<file path="src/rtl/rect_plot_pkg.sv">
`default_nettype none
// ============================================================================
//  Module      : rect_plot_pkg
//  Description : Shared definitions for the rectangle plotter: FSM state
//                encoding, default visible screen extent and a helper that
//                sizes sweep counters.
//                Optional macro RECT_PLOT_CLEAR_EN adds the CLEAR state.
//  Revision    : 1.0 - initial release
// ============================================================================
package rect_plot_pkg;

    // Default visible pixel extent of the VGA adapter.
    localparam int c_SCREEN_W_DEFAULT = 160;
    localparam int c_SCREEN_H_DEFAULT = 120;

    // Operator-driven load sequence followed by the pixel sweeps.
    typedef enum logic [3:0] {
        ST_LOAD_X       = 4'd0,
        ST_LOAD_X_WAIT  = 4'd1,
        ST_LOAD_Y       = 4'd2,
        ST_LOAD_Y_WAIT  = 4'd3,
        ST_LOAD_COL     = 4'd4,
        ST_LOAD_COL_WAIT= 4'd5,
        ST_DRAW         = 4'd6
`ifdef RECT_PLOT_CLEAR_EN
        ,
        ST_CLEAR        = 4'd7
`endif
    } state_t;

    // Bits needed to count 0..n-1; never less than one bit.
    function automatic int fn_cnt_w(input int n);
        return (n > 1) ? $clog2(n) : 1;
    endfunction

endpackage : rect_plot_pkg
`default_nettype wire

</file>
<file path="src/rtl/rect_plot_raster.sv">
`default_nettype none
// ============================================================================
//  Module      : rect_plot_raster
//  Description : Two-dimensional wrap counter. cx runs 0..LIM_X-1 (inner),
//                cy runs 0..LIM_Y-1 (outer). Advances one step per cycle
//                while en is high and wraps both to zero after the last cell.
//  Ports       : clk   - clock
//                reset - synchronous active-high reset
//                en    - advance one cell
//                clr   - force both counters to zero (beats en)
//                cx/cy - current cell
//                last  - current cell is (LIM_X-1, LIM_Y-1)
//  Revision    : 1.0 - initial release
// ============================================================================
module rect_plot_raster
    import rect_plot_pkg::*;
#(
    parameter int LIM_X  = 4,
    parameter int LIM_Y  = 4,
    parameter int CNT_XW = fn_cnt_w(LIM_X),
    parameter int CNT_YW = fn_cnt_w(LIM_Y)
) (
    input  logic              clk,
    input  logic              reset,
    input  logic              en,
    input  logic              clr,
    output logic [CNT_XW-1:0] cx,
    output logic [CNT_YW-1:0] cy,
    output logic              last
);

    localparam logic [CNT_XW-1:0] c_X_MAX = CNT_XW'(LIM_X - 1);
    localparam logic [CNT_YW-1:0] c_Y_MAX = CNT_YW'(LIM_Y - 1);

    logic [CNT_XW-1:0] r_cx;
    logic [CNT_YW-1:0] r_cy;
    logic              w_x_end;
    logic              w_y_end;

    assign w_x_end = (r_cx == c_X_MAX);
    assign w_y_end = (r_cy == c_Y_MAX);

    always_ff @(posedge clk) begin
        if (reset || clr) begin
            r_cx <= '0;
            r_cy <= '0;
        end else if (en) begin
            if (w_x_end) begin
                r_cx <= '0;
                r_cy <= w_y_end ? '0 : r_cy + 1'b1;
            end else begin
                r_cx <= r_cx + 1'b1;
            end
        end
    end

    assign cx   = r_cx;
    assign cy   = r_cy;
    assign last = w_x_end && w_y_end;

endmodule : rect_plot_raster
`default_nettype wire

</file>
<file path="src/rtl/rect_plot_fsm.sv">
`default_nettype none
// ============================================================================
//  Module      : rect_plot_fsm
//  Description : Operator-driven rectangle plotter. x, y and colour are
//                loaded with press/release of go, then a BOX_W x BOX_H
//                rectangle is swept one pixel per cycle, clipped to the
//                visible screen. Optionally black clears the whole screen.
//  Config      : `define RECT_PLOT_CLEAR_EN to enable black / CLEAR sweep.
//  Ports       : clk        - clock, rising edge
//                reset      - synchronous active-high reset
//                go         - operator key (level, high = pressed)
//                black      - clear-screen request (level)
//                data_in    - shared x / y switches (y uses low Y_W bits)
//                colour_in  - colour switches
//                x_out/y_out/colour_out - pixel address and colour
//                plot       - pixel write enable
//                busy       - sweep in progress
//                done       - pulse on the last sweep cycle
//  Revision    : 1.0 - initial release
// ============================================================================
module rect_plot_fsm
    import rect_plot_pkg::*;
#(
    parameter int X_W      = 8,
    parameter int Y_W      = 7,
    parameter int COL_W    = 3,
    parameter int BOX_W    = 4,
    parameter int BOX_H    = 4,
    parameter int SCREEN_W = c_SCREEN_W_DEFAULT,
    parameter int SCREEN_H = c_SCREEN_H_DEFAULT
) (
    input  logic             clk,
    input  logic             reset,
    input  logic             go,
    input  logic             black,
    input  logic [X_W-1:0]   data_in,
    input  logic [COL_W-1:0] colour_in,
    output logic [X_W-1:0]   x_out,
    output logic [Y_W-1:0]   y_out,
    output logic [COL_W-1:0] colour_out,
    output logic             plot,
    output logic             busy,
    output logic             done
);

    localparam int c_BXW = fn_cnt_w(BOX_W);
    localparam int c_BYW = fn_cnt_w(BOX_H);

    state_t           r_state;
    logic [X_W-1:0]   r_x;
    logic [Y_W-1:0]   r_y;
    logic [COL_W-1:0] r_col;

    logic             w_black;

    // ------------------------------------------------------------------
    // Box sweep counter; held at zero whenever not drawing so every DRAW
    // starts at the rectangle's top-left corner.
    // ------------------------------------------------------------------
    logic [c_BXW-1:0] w_bcx;
    logic [c_BYW-1:0] w_bcy;
    logic             w_box_last;
    logic             w_box_en;

    assign w_box_en = (r_state == ST_DRAW);

    rect_plot_raster #(
        .LIM_X (BOX_W),
        .LIM_Y (BOX_H)
    ) u_box (
        .clk   (clk),
        .reset (reset),
        .en    (w_box_en),
        .clr   (!w_box_en),
        .cx    (w_bcx),
        .cy    (w_bcy),
        .last  (w_box_last)
    );

    // Pixel address is formed one bit wider so that an off-screen pixel
    // is detected before it would wrap back onto the visible area.
    logic [X_W:0] w_px;
    logic [Y_W:0] w_py;
    logic         w_in_view;

    assign w_px      = {1'b0, r_x} + (X_W+1)'(w_bcx);
    assign w_py      = {1'b0, r_y} + (Y_W+1)'(w_bcy);
    assign w_in_view = (w_px < (X_W+1)'(SCREEN_W)) && (w_py < (Y_W+1)'(SCREEN_H));

`ifdef RECT_PLOT_CLEAR_EN
    localparam int c_SXW = fn_cnt_w(SCREEN_W);
    localparam int c_SYW = fn_cnt_w(SCREEN_H);

    logic [c_SXW-1:0] w_scx;
    logic [c_SYW-1:0] w_scy;
    logic             w_scr_last;
    logic             w_scr_en;

    assign w_black  = black;
    assign w_scr_en = (r_state == ST_CLEAR);

    rect_plot_raster #(
        .LIM_X (SCREEN_W),
        .LIM_Y (SCREEN_H)
    ) u_screen (
        .clk   (clk),
        .reset (reset),
        .en    (w_scr_en),
        .clr   (!w_scr_en),
        .cx    (w_scx),
        .cy    (w_scy),
        .last  (w_scr_last)
    );
`else
    // Without the clear feature the request line is accepted but unused.
    logic w_unused_black;
    assign w_unused_black = black;
    assign w_black        = 1'b0;
`endif

    // ------------------------------------------------------------------
    // Control FSM. A clear request pre-empts any load step; DRAW and
    // CLEAR run to completion regardless of go/black.
    // ------------------------------------------------------------------
    always_ff @(posedge clk) begin
        if (reset) begin
            r_state <= ST_LOAD_X;
            r_x     <= '0;
            r_y     <= '0;
            r_col   <= '0;
        end else begin
            case (r_state)
                ST_LOAD_X: begin
                    r_x <= data_in;
                    if (w_black)  r_state <= next_clear();
                    else if (go)  r_state <= ST_LOAD_X_WAIT;
                end
                ST_LOAD_X_WAIT: begin
                    if (w_black)  r_state <= next_clear();
                    else if (!go) r_state <= ST_LOAD_Y;
                end
                ST_LOAD_Y: begin
                    r_y <= data_in[Y_W-1:0];
                    if (w_black)  r_state <= next_clear();
                    else if (go)  r_state <= ST_LOAD_Y_WAIT;
                end
                ST_LOAD_Y_WAIT: begin
                    if (w_black)  r_state <= next_clear();
                    else if (!go) r_state <= ST_LOAD_COL;
                end
                ST_LOAD_COL: begin
                    r_col <= colour_in;
                    if (w_black)  r_state <= next_clear();
                    else if (go)  r_state <= ST_LOAD_COL_WAIT;
                end
                ST_LOAD_COL_WAIT: begin
                    if (w_black)  r_state <= next_clear();
                    else if (!go) r_state <= ST_DRAW;
                end
                ST_DRAW: begin
                    if (w_box_last) r_state <= ST_LOAD_X;
                end
`ifdef RECT_PLOT_CLEAR_EN
                ST_CLEAR: begin
                    if (w_scr_last) r_state <= ST_LOAD_X;
                end
`endif
                default: r_state <= ST_LOAD_X;
            endcase
        end
    end

    // Destination of a clear request; only reachable when w_black can be 1.
    function automatic state_t next_clear();
`ifdef RECT_PLOT_CLEAR_EN
        return ST_CLEAR;
`else
        return ST_LOAD_X;
`endif
    endfunction

    // ------------------------------------------------------------------
    // Outputs decode purely from registered state and counters.
    // ------------------------------------------------------------------
    always_comb begin
        x_out      = r_x;
        y_out      = r_y;
        colour_out = r_col;
        plot       = 1'b0;
        busy       = 1'b0;
        done       = 1'b0;
        case (r_state)
            ST_DRAW: begin
                x_out      = w_px[X_W-1:0];
                y_out      = w_py[Y_W-1:0];
                colour_out = r_col;
                plot       = w_in_view;
                busy       = 1'b1;
                done       = w_box_last;
            end
`ifdef RECT_PLOT_CLEAR_EN
            ST_CLEAR: begin
                x_out      = X_W'(w_scx);
                y_out      = Y_W'(w_scy);
                colour_out = '0;
                plot       = 1'b1;
                busy       = 1'b1;
                done       = w_scr_last;
            end
`endif
            default: ;
        endcase
    end

endmodule : rect_plot_fsm
`default_nettype wire

</file>
<file path="config.mk">
export PLATFORM = sky130hd
export DESIGN_NAME = rect_plot_fsm
export DESIGN_NICKNAME = d
export VERILOG_FILES = /design/src/rtl/rect_plot_pkg.sv /design/src/rtl/rect_plot_raster.sv /design/src/rtl/rect_plot_fsm.sv
export SDC_FILE = /design/constraint.sdc
export NUM_CORES = 1
export LEC_CHECK = 0
export ABC_AREA = 1
export BUFFER_PORTS_ARGS = -buffer_cell sky130_fd_sc_hd__buf_4
export CAP_MARGIN = 20
export CORE_ASPECT_RATIO = 2
export CORE_UTILIZATION = 53
export DETAILED_ROUTE_END_ITERATION = 12
export GPL_TIMING_DRIVEN = 1
export PLACE_DENSITY_LB_ADDON = 0.2
export SYNTH_ARGS = -nofsm -noshare
export SYNTH_HDL_FRONTEND = slang
export SYNTH_SLANG_ARGS = --single-unit
</file>
<file path="constraint.sdc">
create_clock -name clk -period 2.07 [get_ports clk]
set_input_delay 0.3105 -clock clk [delete_from_list [all_inputs] [get_ports clk]]
set_output_delay 0.3105 -clock clk [all_outputs]
set_load 0.02 [all_outputs]
</file>
==> impl_metrics.env, run 1 <==
export IMPL_outcome="finished with violations"
export IMPL_violations="negative setup slack"
export IMPL_rsz0062_at_grt="true"
export IMPL_grt_ovfl_total=0
export IMPL_routed_via_count=1557
export IMPL_cts_buffer_depth=2
export IMPL_yosysMostFrequentCell="nand2_1"
export IMPL_numPortBuffers=34
export IMPL_cp_cell_sequence="ha_4 -> inv_2 -> fa_2 -> inv_2 -> nand4_1 -> nor3_2 -> xor2_1 -> buf_4"
export IMPL_drv_cap=0
export IMPL_synth_commonest_cells="nand2_1, nor2_1, inv_1, o21ai_0, dfxtp_1"
export IMPL_grt_use_total_pct=26.5
export IMPL_critPathBufInv=3
export IMPL_die_x_um=39.6
export IMPL_critPathLaunchType="flop"
export IMPL_num_io_pins=36
export IMPL_dp_cells=278
export IMPL_crit_arrival_ns=1.85
export IMPL_ys_flop_type="dfxtp_1"
export IMPL_yosysTopAreaCell="dfxtp_1"
export IMPL_stdcell_count=286
export IMPL_wirelength_mm=3.63
export IMPL_nets=282
export IMPL_wl_per_cell_um=12.7
export IMPL_min_period_over_period_pct=104
export IMPL_p_per_area_nw_per_um2=615
export IMPL_path_class="reg -> out"
export IMPL_cts_root_buf="clkbuf_8"
export IMPL_ys_ff_latch=25
export IMPL_slowest_stage="dfxtp_2"
export IMPL_dp_final_hpwl_mm=2.69
export IMPL_crit_fanout=3
export IMPL_cts_made_buffers=3
export IMPL_setup_tns_ns=-0.239
export IMPL_max_freq_ghz=0.463
export IMPL_netlist_top_cells_area="dfxtp_1, nand2_1, o21ai_0"
export IMPL_maxSlewHeadroom_pct=66.8
export IMPL_synth_edff_count=0
export IMPL_yosys_area_top_type_share_pct=33.4
export IMPL_drc=0
export IMPL_fin_ws_ns=-0.0918
export IMPL_clkTransAtPathRegs_ns=0.09
export IMPL_coreArea_sq_um=2600
export IMPL_drtIter0Drc=23
export IMPL_hold_viol=0
export IMPL_ir_drop_mv=0.763
export IMPL_die_height_um=77.1
export IMPL_syn_avg_cell_area_sq_um=6.80
export IMPL_cpLargestDelayFamily="adder cells"
export IMPL_netlist_instances=220
export IMPL_grt_max_degree=21
export IMPL_netlist_area_sq_um=1500
export IMPL_via_per_inst=5.44
export IMPL_syn_to_final_growth_pct=28.1
export IMPL_critPathCaptureType="primary output"
export IMPL_synthArstFlopShare_pct=0
export IMPL_fin_skew_ns=0.00630
export IMPL_clock_latency_ns=0.27
export IMPL_cts_htree_levels=1
export IMPL_slew_violations=0
export IMPL_required_ns=1.76
export IMPL_n_antenna_cell=0
export IMPL_cts_tree="built"
export IMPL_grt_pass1_vias=1403
export IMPL_p_leak_uw=0.000867
export IMPL_setup_violations_final=4
export IMPL_fin_crit_ns=2.16
export IMPL_synth_cell_types=26
export IMPL_clock_sinks=25
export IMPL_holdBufCountCts=0
export IMPL_critPathMaxStageDelay_ns=0.36
export IMPL_antenna_found_initial=0
export IMPL_layout_drive_gt1_share_pct=27.5
export IMPL_worst_pin_slew_ns=0.497
export IMPL_synth_nets=243
export IMPL_grt_pass1_wl_mm=5.86
export IMPL_yosysWarnings=0
export IMPL_hp_class="in -> reg"
export IMPL_yosysSeqAreaShare_pct=33.4
export IMPL_fill_cells=223
export IMPL_start_util_pct=57.5
export IMPL_drtAntennaViolNets=0
export IMPL_dieArea_sq_um=3050
export IMPL_rows=26
export IMPL_firstDrtPassIters=4
export IMPL_critical_path_most_common_cell="inv_2"
export IMPL_gp_congestion=0.788
## stage by stage
stage | area (sq um) | util (%) | setup slack (ns) | hold slack (ns) | power (uW)
floorplan | 1500 | - | 0.0713 | 0.380 | 771
global placement | 1770 | 68.0 | 0.0861 | 0.459 | 872
detailed placement | 1770 | 68.0 | 0.0144 | 0.468 | 880
CTS | 1900 | 72.8 | -0.139 | 0.204 | 1170
global route | 1920 | 73.7 | -0.210 | 0.201 | 1240
finish | 1920 | 73.7 | -0.0918 | 0.203 | 1180
## worst register-to-register path, cell delays in order, from the launching register on
cell	delay, ns
dfxtp_1	0.49
nand3_1	0.41
o21ai_0	0.40
a21oi_1	0.10
## logic make-up after synthesis
group | count (synthesis) | share of synthesized area [%]
simple gates | 99 | 29.4
compound gates | 47 | 16.1
buf+inv | 35 | 9.87
flops | 25 | 33.4
fa+ha+maj | 8 | 7.69
xor+xnor | 6 | 3.51
## state kept, by name, summed over array words and instances (netlist names)
| signal | cells |
|---|---|
| r_x | 8 |
| r_y | 7 |
| colour_out | 3 |
| r_state | 3 |
| u_box.cx | 2 |
| u_box.cy | 2 |
## what timing repair did
action                                  CTS  global route
buffers inserted                          3             1
gates resized for setup                  19             8
pin swaps                                10             8
endpoints found under the setup margin    6             8
## routing by layer
| metal | vias to the layer above | share of wire, % | track usage, % |
|---|---|---|---|
| li1 | 788 | - | - |
| met1 | 716 | 38 | 27.4 |
| met2 | 40 | 56 | 47.7 |
| met3 | 13 | 2.7 | 3.18 |
| met4 | 0 | 3.2 | 12.4 |
| met5 | - | 0 | 0 |
## cells in the final DEF (no fill, tap or decap), types with 3 or more instances in the layout
cell / instances
clkbuf_8: 3
nand4_1: 4
buf_4: 39
dfxtp_2: 4
nor2_1: 27
dfxtp_1: 20
inv_1: 23
xor2_1: 5
a21oi_1: 16
ha_1: 4
nand2_2: 4
inv_2: 4
o21ai_1: 5
o21ai_0: 22
nand3_1: 11
nand2_1: 45
## final cells by class
class | count | area [sq um] | share of cell area (%)
multi-input combinational | 160 | 903 | 47.1
sequential | 25 | 509 | 26.6
timing repair buffer | 41 | 315 | 16.4
inverter | 28 | 108 | 5.61
clock buffer | 3 | 41.3 | 2.15
tap | 28 | 35.0 | 1.83
clock inverter | 1 | 5.00 | 0.261
## final timing paths
check | from | end | slack (ns) | cells after the start
worst min register to register | colour_out[2]$_SDFFE_PP0N_ | colour_out[2]$_SDFFE_PP0N_ | 0.49 | 2
worst max register to register | r_state[1]$_SDFFE_PP0P_ | r_y[1]$_SDFFE_PP0P_ | 0.54 | 3
worst min-delay path | reset | r_state[2]$_SDFFE_PP0P_ | 0.20 | 2
worst max-delay path | u_box.cy[0]$_SDFFE_PP0P_ | y_out[6] | -0.09 | 8
## report_power, final
group / switching (uW) / internal [uW]
combinational: 191 / 128
sequential: 46.7 / 524
clock: 154 / 135
total: 392 / 787
Power figures use the tool's default switching activity.
==> run 2, diff against run 1 <==
--- a/config.mk
+++ b/config.mk
@@ -9,7 +9,8 @@
 export BUFFER_PORTS_ARGS = -buffer_cell sky130_fd_sc_hd__buf_4
 export CAP_MARGIN = 20
 export CORE_ASPECT_RATIO = 2
-export CORE_UTILIZATION = 53
+export CORE_UTILIZATION = 55
+export CTS_BUF_LIST = sky130_fd_sc_hd__clkbuf_8
 export DETAILED_ROUTE_END_ITERATION = 12
 export GPL_TIMING_DRIVEN = 1
 export PLACE_DENSITY_LB_ADDON = 0.2
==> run 2 against run 1 <==
  * The flow still finishes with violations (negative setup slack)
  * First-iteration DRC count up 83%
  * Power unchanged
  * Hold slack worse by 0.0019 ns
  * Largest cell class unchanged
==> impl_metrics.env, run 2 (synthesis results as in run 1) <==
export IMPL_outcome="finished with violations"
export IMPL_violations="negative setup slack"
export IMPL_p_per_area_nw_per_um2=617
export IMPL_crit_arrival_ns=1.91
export IMPL_min_period_over_period_pct=107
export IMPL_drtAntennaViolNets=0
export IMPL_r2r_start="r_state[2]$_SDFFE_PP0P_"
export IMPL_die_x_um=38.9
export IMPL_grt_max_degree=17
export IMPL_top_regs="r_x: 8 flops, r_y: 7 flops"
export IMPL_drc=0
export IMPL_clock_sinks=25
export IMPL_gp_congestion=0.801
export IMPL_firstDrtPassIters=4
export IMPL_hold_path_startpoint="reset"
export IMPL_grt_use_total_pct=26.6
export IMPL_switchingPower_uw=392
export IMPL_power_total_uw=1180
export IMPL_layout_drive_gt1_share_pct=27.0
export IMPL_cts_buffer_depth=2
export IMPL_cts_made_buffers=3
export IMPL_worst_pin_slew_ns=0.476
export IMPL_cts_htree_levels=1
export IMPL_clkTransAtPathRegs_ns=0.08
export IMPL_p_leak_uw=0.000868
export IMPL_rsz0062_at_grt="true"
export IMPL_crit_start="r_y[0]$_SDFFE_PP0P_"
export IMPL_wirelength_mm=3.59
export IMPL_critPathCaptureType="primary output"
export IMPL_final_cell_mix="nand2_1, buf_4, nor2_1, o21ai_0, inv_1"
export IMPL_maxSlewHeadroom_pct=68.2
export IMPL_die_height_um=75.8
export IMPL_antenna_found_initial=0
export IMPL_numPortBuffers=34
export IMPL_comb_power_share_pct=26.3
export IMPL_max_freq_ghz=0.451
export IMPL_coreArea_sq_um=2570
export IMPL_hold_viol=0
export IMPL_cts_root_buf="clkbuf_8"
export IMPL_holdBufCountCts=0
export IMPL_ir_drop_mv=0.615
export IMPL_drtIter0Drc=42
export IMPL_start_util_pct=58.2
export IMPL_power_frac_seq_pct=48.6
export IMPL_wl_per_cell_um=12.5
export IMPL_clock_latency_ns=0.27
export IMPL_fill_cells=208
export IMPL_routed_via_count=1543
export IMPL_crit_fanout=3
export IMPL_cellInternalPower_uw=786
export IMPL_fin_crit_ns=2.22
export IMPL_syn_to_final_growth_pct=27.6
export IMPL_fin_skew_ns=0.00503
export IMPL_required_ns=1.76
export IMPL_rows=26
export IMPL_setup_tns_ns=-0.424
export IMPL_grt_pass1_vias=1359
export IMPL_path_class="reg -> out"
export IMPL_critPathLaunchType="flop"
export IMPL_layout_commonest_cell="nand2_1"
export IMPL_nets=283
export IMPL_drv_cap=0
export IMPL_dieArea_sq_um=2950
export IMPL_largest_reg_flops=8
export IMPL_cts_tree="built"
export IMPL_fin_ws_ns=-0.150
export IMPL_setup_violations_final=4
export IMPL_via_per_inst=5.38
export IMPL_grt_pass1_wl_mm=5.49
export IMPL_num_io_pins=36
export IMPL_grt_ovfl_total=0
export IMPL_slew_violations=0
export IMPL_worst_r2r_setup_slack_ns=0.59
export IMPL_p_sw_share_pct=33.3
export IMPL_regMostFlops="r_x"
export IMPL_hp_class="in -> reg"
export IMPL_n_antenna_cell=0
export IMPL_dp_final_hpwl_mm=2.71
export IMPL_p_clk_share_pct=25.2
export IMPL_post_place_ws_ns=0.0561
-- run 2: final timing paths --
| path | endpoint | cells after the start |
|---|---|---|
| setup / recovery | y_out[6] | 8 |
| hold / removal | r_state[0]$_SDFFE_PP0P_ | 2 |
| setup reg to reg | r_y[0]$_SDFFE_PP0P_ | 4 |
| hold reg to reg | colour_out[1]$_SDFFE_PP0N_ | 2 |
-- run 2: area by class of cell --
class	instances	area, sq um	area share (%)
flip-flops and latches	25	508	26.6
inverters	28	108	5.64
well taps	28	35.0	1.83
clock inverters	1	5.00	0.262
clock buffers	3	41.3	2.16
multi-input cells	160	893	46.8
repair buffers	42	319	16.7
-- run 2: power by group through the flow --
stage	Combinational [uW]	Sequential (uW)	Clock [uW]
after global placement	302	576	0
after floorplan	206	565	0
final	310	572	296
after CTS	310	570	301
after detailed placement	307	578	0
after global routing	349	577	317
-- run 2: timing repair --
action	4_1_cts	5_1_grt
cloned	0	0
buffers inserted	0	2
gates resized for setup	17	4
pin swaps	9	6
setup endpoints to repair	6	10
-- run 2: worst max-delay path, cell delays in order (launching register included) --
cell and delay [ns]:
dfxtp_2 0.36, ha_4 0.15, inv_2 0.04, fa_2 0.36
inv_2 0.07, nand4_1 0.14, nor3_2 0.21, xor2_1 0.15
buf_4 0.15
-- run 2: per-stage QoR --
stage / hold slack (ns) / std cells / utilization [%] / instance area, sq um
floorplan: 0.380 / 220 / - / 1500
global placement: 0.459 / 281 / 69.7 / 1790
detailed placement: 0.466 / 281 / 69.7 / 1790
CTS: 0.202 / 285 / 73.5 / 1890
global route: 0.202 / 287 / 74.3 / 1910
finish: 0.201 / 287 / 74.3 / 1910
-- run 2: per-layer routing --
metal | up-vias | global-route usage, % | part of all wire [%]
met3 | 13 | 2.33 | 2.5
met1 | 699 | 25.7 | 37
met4 | 0 | 13.0 | 3.5
li1 | 790 | - | -
met5 | - | 0 | 0
met2 | 41 | 51.9 | 57
